`config.mk`:
```
export PLATFORM = sky130hd
export DESIGN_NAME = branch_rs
export DESIGN_NICKNAME = d
export VERILOG_FILES = /design/src/rtl/branch_rs_pkg.sv /design/src/rtl/branch_resolve.sv /design/src/rtl/branch_rs.sv
export SDC_FILE = /design/constraint.sdc
export NUM_CORES = 2
export LEC_CHECK = 0
export ABC_AREA = 1
export BUFFER_PORTS_ARGS = -buffer_cell sky130_fd_sc_hd__buf_2
export CORE_MARGIN = 3
export CORE_UTILIZATION = 45
export CTS_BUF_LIST = sky130_fd_sc_hd__clkbuf_4
export CTS_CLUSTER_SIZE = 40
export DETAILED_ROUTE_END_ITERATION = 12
export GPL_TIMING_DRIVEN = 1
export SLEW_MARGIN = 15
export SYNTH_ARGS = -nofsm -noshare
export SYNTH_HDL_FRONTEND = slang
export SYNTH_SLANG_ARGS = --single-unit
```
`constraint.sdc`:
```
create_clock -name clock -period 15.9 [get_ports clock]
set_clock_uncertainty 0.05 [all_clocks]
set_input_delay 2.385 -clock clock [delete_from_list [all_inputs] [get_ports clock]]
set_output_delay 2.385 -clock clock [all_outputs]
set_load 0.01 [all_outputs]
```
`src/rtl/branch_rs_pkg.sv`:
```
// Shared opcodes, funct3 codes and entry layout for the branch reservation station.
// BRANCH_RS_PREDICT_EN adds per-entry prediction fields.
package branch_rs_pkg;

    localparam logic [6:0] OP_BRANCH = 7'b1100011;
    localparam logic [6:0] OP_JAL    = 7'b1101111;
    localparam logic [6:0] OP_JALR   = 7'b1100111;

    localparam logic [2:0] F3_BEQ  = 3'b000;
    localparam logic [2:0] F3_BNE  = 3'b001;
    localparam logic [2:0] F3_BLT  = 3'b100;
    localparam logic [2:0] F3_BGE  = 3'b101;
    localparam logic [2:0] F3_BLTU = 3'b110;
    localparam logic [2:0] F3_BGEU = 3'b111;

    // Entry fields are sized for the widest supported build; stations use the low bits.
    localparam int XLEN_MAX  = 64;
    localparam int ROB_W_MAX = 16;
    localparam int AGE_W_MAX = 8;

    function automatic int age_width(input int depth);
        return (depth <= 2) ? 1 : $clog2(depth);
    endfunction

    typedef struct packed {
        logic                 pending;
        logic [ROB_W_MAX-1:0] tag;
        logic [XLEN_MAX-1:0]  data;
    } operand_t;

    typedef struct packed {
        logic                 busy;
        logic [ROB_W_MAX-1:0] rob;
        logic [6:0]           opcode;
        logic [2:0]           funct3;
        logic [XLEN_MAX-1:0]  pc;
        logic [XLEN_MAX-1:0]  imm;
        operand_t             src1;
        operand_t             src2;
`ifdef BRANCH_RS_PREDICT_EN
        logic                 pred_taken;
        logic [XLEN_MAX-1:0]  pred_target;
`endif
        logic [AGE_W_MAX-1:0] age;
    } entry_t;

endpackage

```
`src/rtl/branch_resolve.sv`:
```
// Combinational branch/jump resolver: condition, next PC and link value.
module branch_resolve
    import branch_rs_pkg::*;
#(
    parameter int XLEN = 32
) (
    input  logic [6:0]      opcode,
    input  logic [2:0]      funct3,
    input  logic [XLEN-1:0] src1,
    input  logic [XLEN-1:0] src2,
    input  logic [XLEN-1:0] pc,
    input  logic [XLEN-1:0] imm,
    output logic            taken,
    output logic [XLEN-1:0] target,
    output logic [XLEN-1:0] link
);

    logic cond;

    always_comb begin
        cond = 1'b0;
        case (funct3)
            F3_BEQ:  cond = (src1 == src2);
            F3_BNE:  cond = (src1 != src2);
            F3_BLT:  cond = ($signed(src1) <  $signed(src2));
            F3_BGE:  cond = ($signed(src1) >= $signed(src2));
            F3_BLTU: cond = (src1 <  src2);
            F3_BGEU: cond = (src1 >= src2);
            default: cond = 1'b0;
        endcase
    end

    always_comb begin
        link   = pc + XLEN'(4);
        taken  = 1'b0;
        target = link;
        if (opcode == OP_JAL) begin
            taken  = 1'b1;
            target = pc + imm;
        end else if (opcode == OP_JALR) begin
            taken  = 1'b1;
            target = (src1 + imm) & ~XLEN'(1);
        end else begin
            taken  = cond;
            target = cond ? (pc + imm) : link;
        end
    end

endmodule

```
`src/rtl/branch_rs.sv`:
```
// Branch/jump reservation station: CDB wakeup, oldest-ready issue, in-slot resolution.
// Optional prediction check enabled by BRANCH_RS_PREDICT_EN.
module branch_rs
    import branch_rs_pkg::*;
#(
    parameter int DEPTH     = 4,
    parameter int CDB_PORTS = 2,
    parameter int XLEN      = 32,
    parameter int ROB_W     = 6
) (
    input  logic                          clock,
    input  logic                          reset,
    input  logic                          flush,
    input  logic                          dispatch_valid,
    output logic                          dispatch_ready,
    input  logic [6:0]                    dispatch_opcode,
    input  logic [2:0]                    dispatch_funct3,
    input  logic [XLEN-1:0]               dispatch_pc,
    input  logic [XLEN-1:0]               dispatch_imm,
    input  logic [ROB_W-1:0]              dispatch_rob,
    input  logic [XLEN-1:0]               dispatch_src1_data,
    input  logic                          dispatch_src1_pending,
    input  logic [ROB_W-1:0]              dispatch_src1_tag,
    input  logic [XLEN-1:0]               dispatch_src2_data,
    input  logic                          dispatch_src2_pending,
    input  logic [ROB_W-1:0]              dispatch_src2_tag,
`ifdef BRANCH_RS_PREDICT_EN
    input  logic                          dispatch_pred_taken,
    input  logic [XLEN-1:0]               dispatch_pred_target,
`endif
    input  logic [CDB_PORTS-1:0]          cdb_valid,
    input  logic [CDB_PORTS*ROB_W-1:0]    cdb_tag,
    input  logic [CDB_PORTS*XLEN-1:0]     cdb_data,
    output logic                          result_valid,
    output logic [ROB_W-1:0]              result_rob,
    output logic [XLEN-1:0]               result_target,
    output logic [XLEN-1:0]               result_link,
    output logic                          result_taken,
    output logic                          result_mispredict,
    output logic [$clog2(DEPTH+1)-1:0]    occupancy
);

    localparam int AGE_W = age_width(DEPTH);
    localparam int IDX_W = $clog2(DEPTH);
    localparam int OCC_W = $clog2(DEPTH+1);

    entry_t            ent [DEPTH];
    entry_t            new_ent;
    logic [XLEN:0]     wake1 [DEPTH];
    logic [XLEN:0]     wake2 [DEPTH];
    logic [XLEN:0]     byp1, byp2;
    logic              s1_pend, s2_pend;
    logic              has_free, issue, accept;
    logic [IDX_W-1:0]  free_idx, sel;
    logic [AGE_W-1:0]  sel_age;
    int unsigned       busy_cnt;
    logic              res_taken;
    logic [XLEN-1:0]   res_target, res_link;

    // {hit, data} for a tag on the CDB; the lowest matching port wins.
    function automatic logic [XLEN:0] snoop(input logic [ROB_W-1:0] tag);
        logic [XLEN:0] r;
        r = '0;
        for (int unsigned p = 0; p < CDB_PORTS; p++) begin
            if (!r[XLEN] && cdb_valid[p] && (cdb_tag[p*ROB_W +: ROB_W] == tag))
                r = {1'b1, cdb_data[p*XLEN +: XLEN]};
        end
        return r;
    endfunction

    always_comb begin
        has_free = 1'b0;
        free_idx = '0;
        issue    = 1'b0;
        sel      = '0;
        sel_age  = '0;
        busy_cnt = 0;
        for (int unsigned i = 0; i < DEPTH; i++) begin
            wake1[i] = snoop(ent[i].src1.tag[ROB_W-1:0]);
            wake2[i] = snoop(ent[i].src2.tag[ROB_W-1:0]);
            if (ent[i].busy)
                busy_cnt = busy_cnt + 1;
            else if (!has_free) begin
                has_free = 1'b1;
                free_idx = IDX_W'(i);
            end
            if (ent[i].busy && !ent[i].src1.pending && !ent[i].src2.pending &&
                (!issue || ent[i].age[AGE_W-1:0] < sel_age)) begin
                issue   = 1'b1;
                sel     = IDX_W'(i);
                sel_age = ent[i].age[AGE_W-1:0];
            end
        end
    end

    assign occupancy      = OCC_W'(busy_cnt);
    assign dispatch_ready = has_free && !reset;
    assign accept         = dispatch_valid && dispatch_ready;

    always_comb begin
        s1_pend = dispatch_src1_pending && (dispatch_opcode != OP_JAL);
        s2_pend = dispatch_src2_pending && (dispatch_opcode != OP_JAL) && (dispatch_opcode != OP_JALR);
        byp1    = snoop(dispatch_src1_tag);
        byp2    = snoop(dispatch_src2_tag);
        new_ent              = '0;
        new_ent.busy         = 1'b1;
        new_ent.rob          = ROB_W_MAX'(dispatch_rob);
        new_ent.opcode       = dispatch_opcode;
        new_ent.funct3       = dispatch_funct3;
        new_ent.pc           = XLEN_MAX'(dispatch_pc);
        new_ent.imm          = XLEN_MAX'(dispatch_imm);
        new_ent.src1.pending = s1_pend && !byp1[XLEN];
        new_ent.src1.tag     = ROB_W_MAX'(dispatch_src1_tag);
        new_ent.src1.data    = XLEN_MAX'((s1_pend && byp1[XLEN]) ? byp1[XLEN-1:0] : dispatch_src1_data);
        new_ent.src2.pending = s2_pend && !byp2[XLEN];
        new_ent.src2.tag     = ROB_W_MAX'(dispatch_src2_tag);
        new_ent.src2.data    = XLEN_MAX'((s2_pend && byp2[XLEN]) ? byp2[XLEN-1:0] : dispatch_src2_data);
`ifdef BRANCH_RS_PREDICT_EN
        new_ent.pred_taken   = dispatch_pred_taken;
        new_ent.pred_target  = XLEN_MAX'(dispatch_pred_target);
`endif
        // Ages stay a dense 0..n-1 rank; the newcomer lands after any entry leaving this edge.
        new_ent.age          = AGE_W_MAX'(busy_cnt - (issue ? 32'd1 : 32'd0));
    end

    branch_resolve #(.XLEN(XLEN)) u_resolve (
        .opcode (ent[sel].opcode),
        .funct3 (ent[sel].funct3),
        .src1   (ent[sel].src1.data[XLEN-1:0]),
        .src2   (ent[sel].src2.data[XLEN-1:0]),
        .pc     (ent[sel].pc[XLEN-1:0]),
        .imm    (ent[sel].imm[XLEN-1:0]),
        .taken  (res_taken),
        .target (res_target),
        .link   (res_link)
    );

    always_ff @(posedge clock) begin
        if (reset) begin
            for (int unsigned i = 0; i < DEPTH; i++) ent[i] <= '0;
            result_valid  <= 1'b0;
            result_rob    <= '0;
            result_target <= '0;
            result_link   <= '0;
            result_taken  <= 1'b0;
`ifdef BRANCH_RS_PREDICT_EN
            result_mispredict <= 1'b0;
`endif
        end else if (flush) begin
            for (int unsigned i = 0; i < DEPTH; i++) ent[i].busy <= 1'b0;
            result_valid <= 1'b0;
        end else begin
            result_valid <= issue;
            if (issue) begin
                result_rob    <= ent[sel].rob[ROB_W-1:0];
                result_target <= res_target;
                result_link   <= res_link;
                result_taken  <= res_taken;
`ifdef BRANCH_RS_PREDICT_EN
                result_mispredict <= (res_taken != ent[sel].pred_taken) ||
                                     (res_taken && (res_target != ent[sel].pred_target[XLEN-1:0]));
`endif
            end
            for (int unsigned i = 0; i < DEPTH; i++) begin
                if (ent[i].busy) begin
                    if (ent[i].src1.pending && wake1[i][XLEN]) begin
                        ent[i].src1.pending <= 1'b0;
                        ent[i].src1.data    <= XLEN_MAX'(wake1[i][XLEN-1:0]);
                    end
                    if (ent[i].src2.pending && wake2[i][XLEN]) begin
                        ent[i].src2.pending <= 1'b0;
                        ent[i].src2.data    <= XLEN_MAX'(wake2[i][XLEN-1:0]);
                    end
                    if (issue && ent[i].age[AGE_W-1:0] > sel_age)
                        ent[i].age <= ent[i].age - AGE_W_MAX'(1);
                    if (issue && IDX_W'(i) == sel)
                        ent[i].busy <= 1'b0;
                end
            end
            if (accept)
                ent[free_idx] <= new_ent;
        end
    end

`ifndef BRANCH_RS_PREDICT_EN
    assign result_mispredict = 1'b0;
`endif

endmodule

```
==> qor_table.md <==
| Parameter | Value | Unit |
|:---|:---|:---|
| Status | complete, no violations | - |
| Mapped Area | 0.0425 | mm^2 |
| Drt first-iter violations | 5295 | - |
| Worst-path maximum fanout | 77 | - |
| Pwr/cell area | 95.1 | mW/mm^2 |
| Hold slack final | 412 | ps |
| Layout cell share with drive strength beyond 1 | 14.4 | % |
| Final cycle utilization of the critical path | 63.7 | % |
| Number of synthesized flops with an enable pin | 640 | - |
| Final worst-path setup slack | 5770 | ps |
| Nets@finish | 5759 | - |
| Fraction of the yosys area taken by sequential cells | 48.8 | % |
| Max-slew headroom at the worst pin | 18.9 | % |
| Number of rows in the core area | 112 | - |
| Number of endpoints failing setup at the final stage | 0 | - |
| Count of cells resized by post-cts repair | 0 | - |
| Endpoint required time on the critical path | 16830 | ps |
| Weighted congestion at the end of routability-driven global placement | 0.963 | - |
| Minimum clock period after layout | 10130 | ps |
| Type of element capturing the critical path | register | - |
| Arrival time of the worst setup path | 11070 | ps |
| Detailed-routing iteration count for the pre-antenna-repair pass | 8 | - |
| Utilization of the core after routing | 50.8 | % |
| Half-perimeter wire length after detailed placement | 111 | mm |
| Syn Area/Cell | 8.26 | um^2 |
| Met2 Routed Length | 78.0 | mm |
| Number of antenna violations at the first check in global routing | 6 | - |
| Slowest CP cell | sky130_fd_sc_hd__clkinv_2 | - |
| Clock sink count | 716 | - |
| Post-synth net total | 5495 | - |
| Number of different library cells in the post-synthesis netlist | 62 | - |
| Number of warnings printed during yosys synthesis | 0 | - |
| Routed via count | 41500 | - |
| Leakage component of the power | 20.1 | nW |
| Type of the setup path with the least slack | reg -> reg | - |
| Post-detailed-route via-to-cell ratio | 6.10 | - |
| Hold crit path type | reg -> reg | - |
| Clock transition at the registers of the reported paths | 70 | ps |
| Core area | 0.0935 | mm^2 |
| GRT Residual Overflow | 0 | - |
| Clock network latency to the later pin of the worst-skew pair | 1110 | ps |
| Max-cap violation count | 0 | - |
| Area delta synth->final | 11.8 | % |
| Filler cell count in the final layout | 9136 | - |
| CTS hold repair buffers | 0 | - |
| I/O pin total | 317 | - |
| Most used flip-flop cell after synthesis | sky130_fd_sc_hd__edfxtp_1 | - |
| I/O Buffers | 315 | - |
| Die height | 313 | um |
| Element type at the critical path start | register | - |
| Post-synthesis instance total | 5143 | - |
| Commonest non-fill, non-tap cell in the layout | sky130_fd_sc_hd__nand2_1 | - |
| Delay of the slowest critical-path stage | 860 | ps |
| Total clock buffers created by CTS | 197 | - |
| Largest net degree at the start of global routing | 163 | - |
| Largest voltage drop on the vdd net | 60.7 | uV |
| Cell with the most instances on the worst path | sky130_fd_sc_hd__nand2_1 | - |
| First-pass GRT wire length | 256 | mm |
| Slew at the pin with the worst max-slew slack | 1220 | ps |
| Area used by multi-input combinational logic | 0.0188 | mm^2 |
| Max Transition Viols Final | 0 | - |
| Overall routed net length | 177 | mm |
| Average wire length per cell after detail routing | 26.0 | um |
| Maximum level of the CTS H-tree | 4 | - |
| Maximum buffer depth of the clock tree | 3 | - |
| Achievable clock frequency | 98.7 | MHz |
| Postcts setup bufs | 0 | - |
| Setup TNS after final layout | 0 | ps |
| Unrepaired setup endpoints after global routing | false | - |
| Die span in x | 313 | um |
| Initial core utilization | 45.4 | % |
| Wire length the detailed router placed on met1 | 67.9 | mm |
| Most frequent cells in the layout | sky130_fd_sc_hd__nand2_1, sky130_fd_sc_hd__nor2_1, sky130_fd_sc_hd__edfxtp_1 | - |
| Highest routed metal layer | met5 | - |
| Register bit total from synthesis | 716 | - |
| Async set-reset flop share out of synthesis | 0 | % |
| Sum of met3 wire segment lengths after detailed routing | 21.9 | mm |
| Number of nets with antenna violations after detailed routing | 0 | - |
| Tot GR Track Use | 35.1 | % |
| Clock root buffer | sky130_fd_sc_hd__clkbuf_4 | - |
| Pre-CTS worst setup slack | 5870 | ps |
| Area occupied by registers | 0.0207 | mm^2 |
| DR DRC count | 0 | - |
| Final Hold Fails | 0 | - |
| CTS tree | done | - |
| Area of the die | 0.0981 | mm^2 |
| Number of global-route vias before repair | 38800 | - |
## metal layers
layer | GRT usage [%] | up-vias
li1 | - | 18600
met1 | 46.1 | 19300
met2 | 53.3 | 2947
met3 | 9.61 | 644
met4 | 17.5 | 2
met5 | 0 | -
## worst paths after layout
path | from | end | slack, ps | cells after the start
setup / recovery | ent[0][166]$_SDFFE_PP1P_ | result_target[26]$_SDFFE_PP0P_ | 5770 | 53
hold / removal | result_target[25]$_SDFFE_PP0P_ | result_target[25]$_SDFFE_PP0P_ | 410 | 2
setup reg to reg | ent[0][166]$_SDFFE_PP1P_ | result_target[26]$_SDFFE_PP0P_ | 5770 | 53
hold reg to reg | result_target[25]$_SDFFE_PP0P_ | result_target[25]$_SDFFE_PP0P_ | 410 | 2
## where the power goes
| part | internal, mW | switching, mW | leakage [nW] |
|---|---|---|---|
| combinational | 0.172 | 0.452 | 11.4 |
| sequential | 2.13 | 0.0289 | 7.24 |
| clock | 0.903 | 0.836 | 1.52 |
## worst max-delay path, delay by kind of cell (launching register included)
kind / cells / cell delay (ps)
flip-flops: 1 / 400
AND/OR/NAND/NOR: 35 / 4280
buffers and inverters: 6 / 2080
AO/OA/AOI/OAI: 8 / 1840
adder cells (fa/ha/maj): 4 / 1300
## per-stage QoR
step	cells	total power [mW]	cell area [um^2]
after global routing	6814	4.68	47500
after detailed placement	6462	2.80	44900
after CTS	6809	4.52	47500
after floorplan	5143	2.56	42500
after global placement	6462	2.80	44900
final	6814	4.52	47500
## cell families (layout without fill, tap and decap cells)
kind of cell | after synthesis | count (layout) | share of synthesized area, %
flip-flops | 716 | 716 | 48.8
XOR/XNOR | 74 | 74 | 1.53
AND/OR/NAND/NOR | 2449 | 2449 | 24.6
AO/OA/AOI/OAI | 1001 | 1001 | 14.4
other | 1 | 6 | 0.00883
buffers and inverters | 790 | 1202 | 7.28
adder cells (fa/ha/maj) | 112 | 112 | 3.33
## cells in the mapped netlist (3+ instances only)
cell type,number,share of area (%)
sky130_fd_sc_hd__nand3_2,5,0.12
sky130_fd_sc_hd__ha_1,110,3.2
sky130_fd_sc_hd__nor2_4,5,0.13
sky130_fd_sc_hd__xor2_1,38,0.78
sky130_fd_sc_hd__nand2_1,1103,9.7
sky130_fd_sc_hd__nor4_1,20,0.29
sky130_fd_sc_hd__a22oi_1,19,0.34
sky130_fd_sc_hd__a21oi_1,203,2.4
sky130_fd_sc_hd__nor2_2,7,0.10
sky130_fd_sc_hd__or2_2,20,0.29
sky130_fd_sc_hd__edfxtp_1,640,45
sky130_fd_sc_hd__a21o_1,3,0.053
sky130_fd_sc_hd__nand4_1,113,1.7
sky130_fd_sc_hd__inv_2,9,0.080
sky130_fd_sc_hd__nand3b_1,9,0.16
sky130_fd_sc_hd__nand2_2,12,0.18
sky130_fd_sc_hd__nand3_1,401,4.7
sky130_fd_sc_hd__inv_1,435,3.8
sky130_fd_sc_hd__buf_4,14,0.25
sky130_fd_sc_hd__o2111ai_1,16,0.33
sky130_fd_sc_hd__or2_1,4,0.059
sky130_fd_sc_hd__a31oi_1,19,0.28
sky130_fd_sc_hd__buf_2,14,0.16
sky130_fd_sc_hd__buf_6,6,0.16
sky130_fd_sc_hd__o21ai_0,250,2.9
sky130_fd_sc_hd__o22ai_1,311,4.6
sky130_fd_sc_hd__o221ai_1,36,0.74
sky130_fd_sc_hd__a221oi_1,40,0.82
sky130_fd_sc_hd__o21ai_1,6,0.071
sky130_fd_sc_hd__o31ai_1,27,0.48
sky130_fd_sc_hd__clkbuf_1,249,2.2
sky130_fd_sc_hd__a22o_1,5,0.10
sky130_fd_sc_hd__o21a_1,13,0.23
sky130_fd_sc_hd__dfxtp_1,76,3.6
sky130_fd_sc_hd__nor3_1,52,0.61
sky130_fd_sc_hd__a2111oi_0,10,0.21
sky130_fd_sc_hd__xnor2_1,36,0.74
sky130_fd_sc_hd__nand2_4,3,0.080
sky130_fd_sc_hd__nand4_2,11,0.32
sky130_fd_sc_hd__o211ai_1,30,0.53
sky130_fd_sc_hd__buf_1,32,0.28
sky130_fd_sc_hd__nor2_1,676,6.0
sky130_fd_sc_hd__clkinv_1,30,0.27
## registers in the layout (all words and copies together), names as in the netlist
signal,cells
ent,644
result_target,32
result_valid,1
result_taken,1
result_rob,6
result_link,32
## cell type report
class	count	share of cell area (%)
antenna	5	0.0263
multi-input combinational	3637	39.5
clock buffer	299	4.73
sequential	716	43.7
inverter	474	3.78
clock inverter	48	0.643
tap	1254	3.30
timing repair buffer	381	4.39
Note: power is estimated with default switching activity, not from simulation.
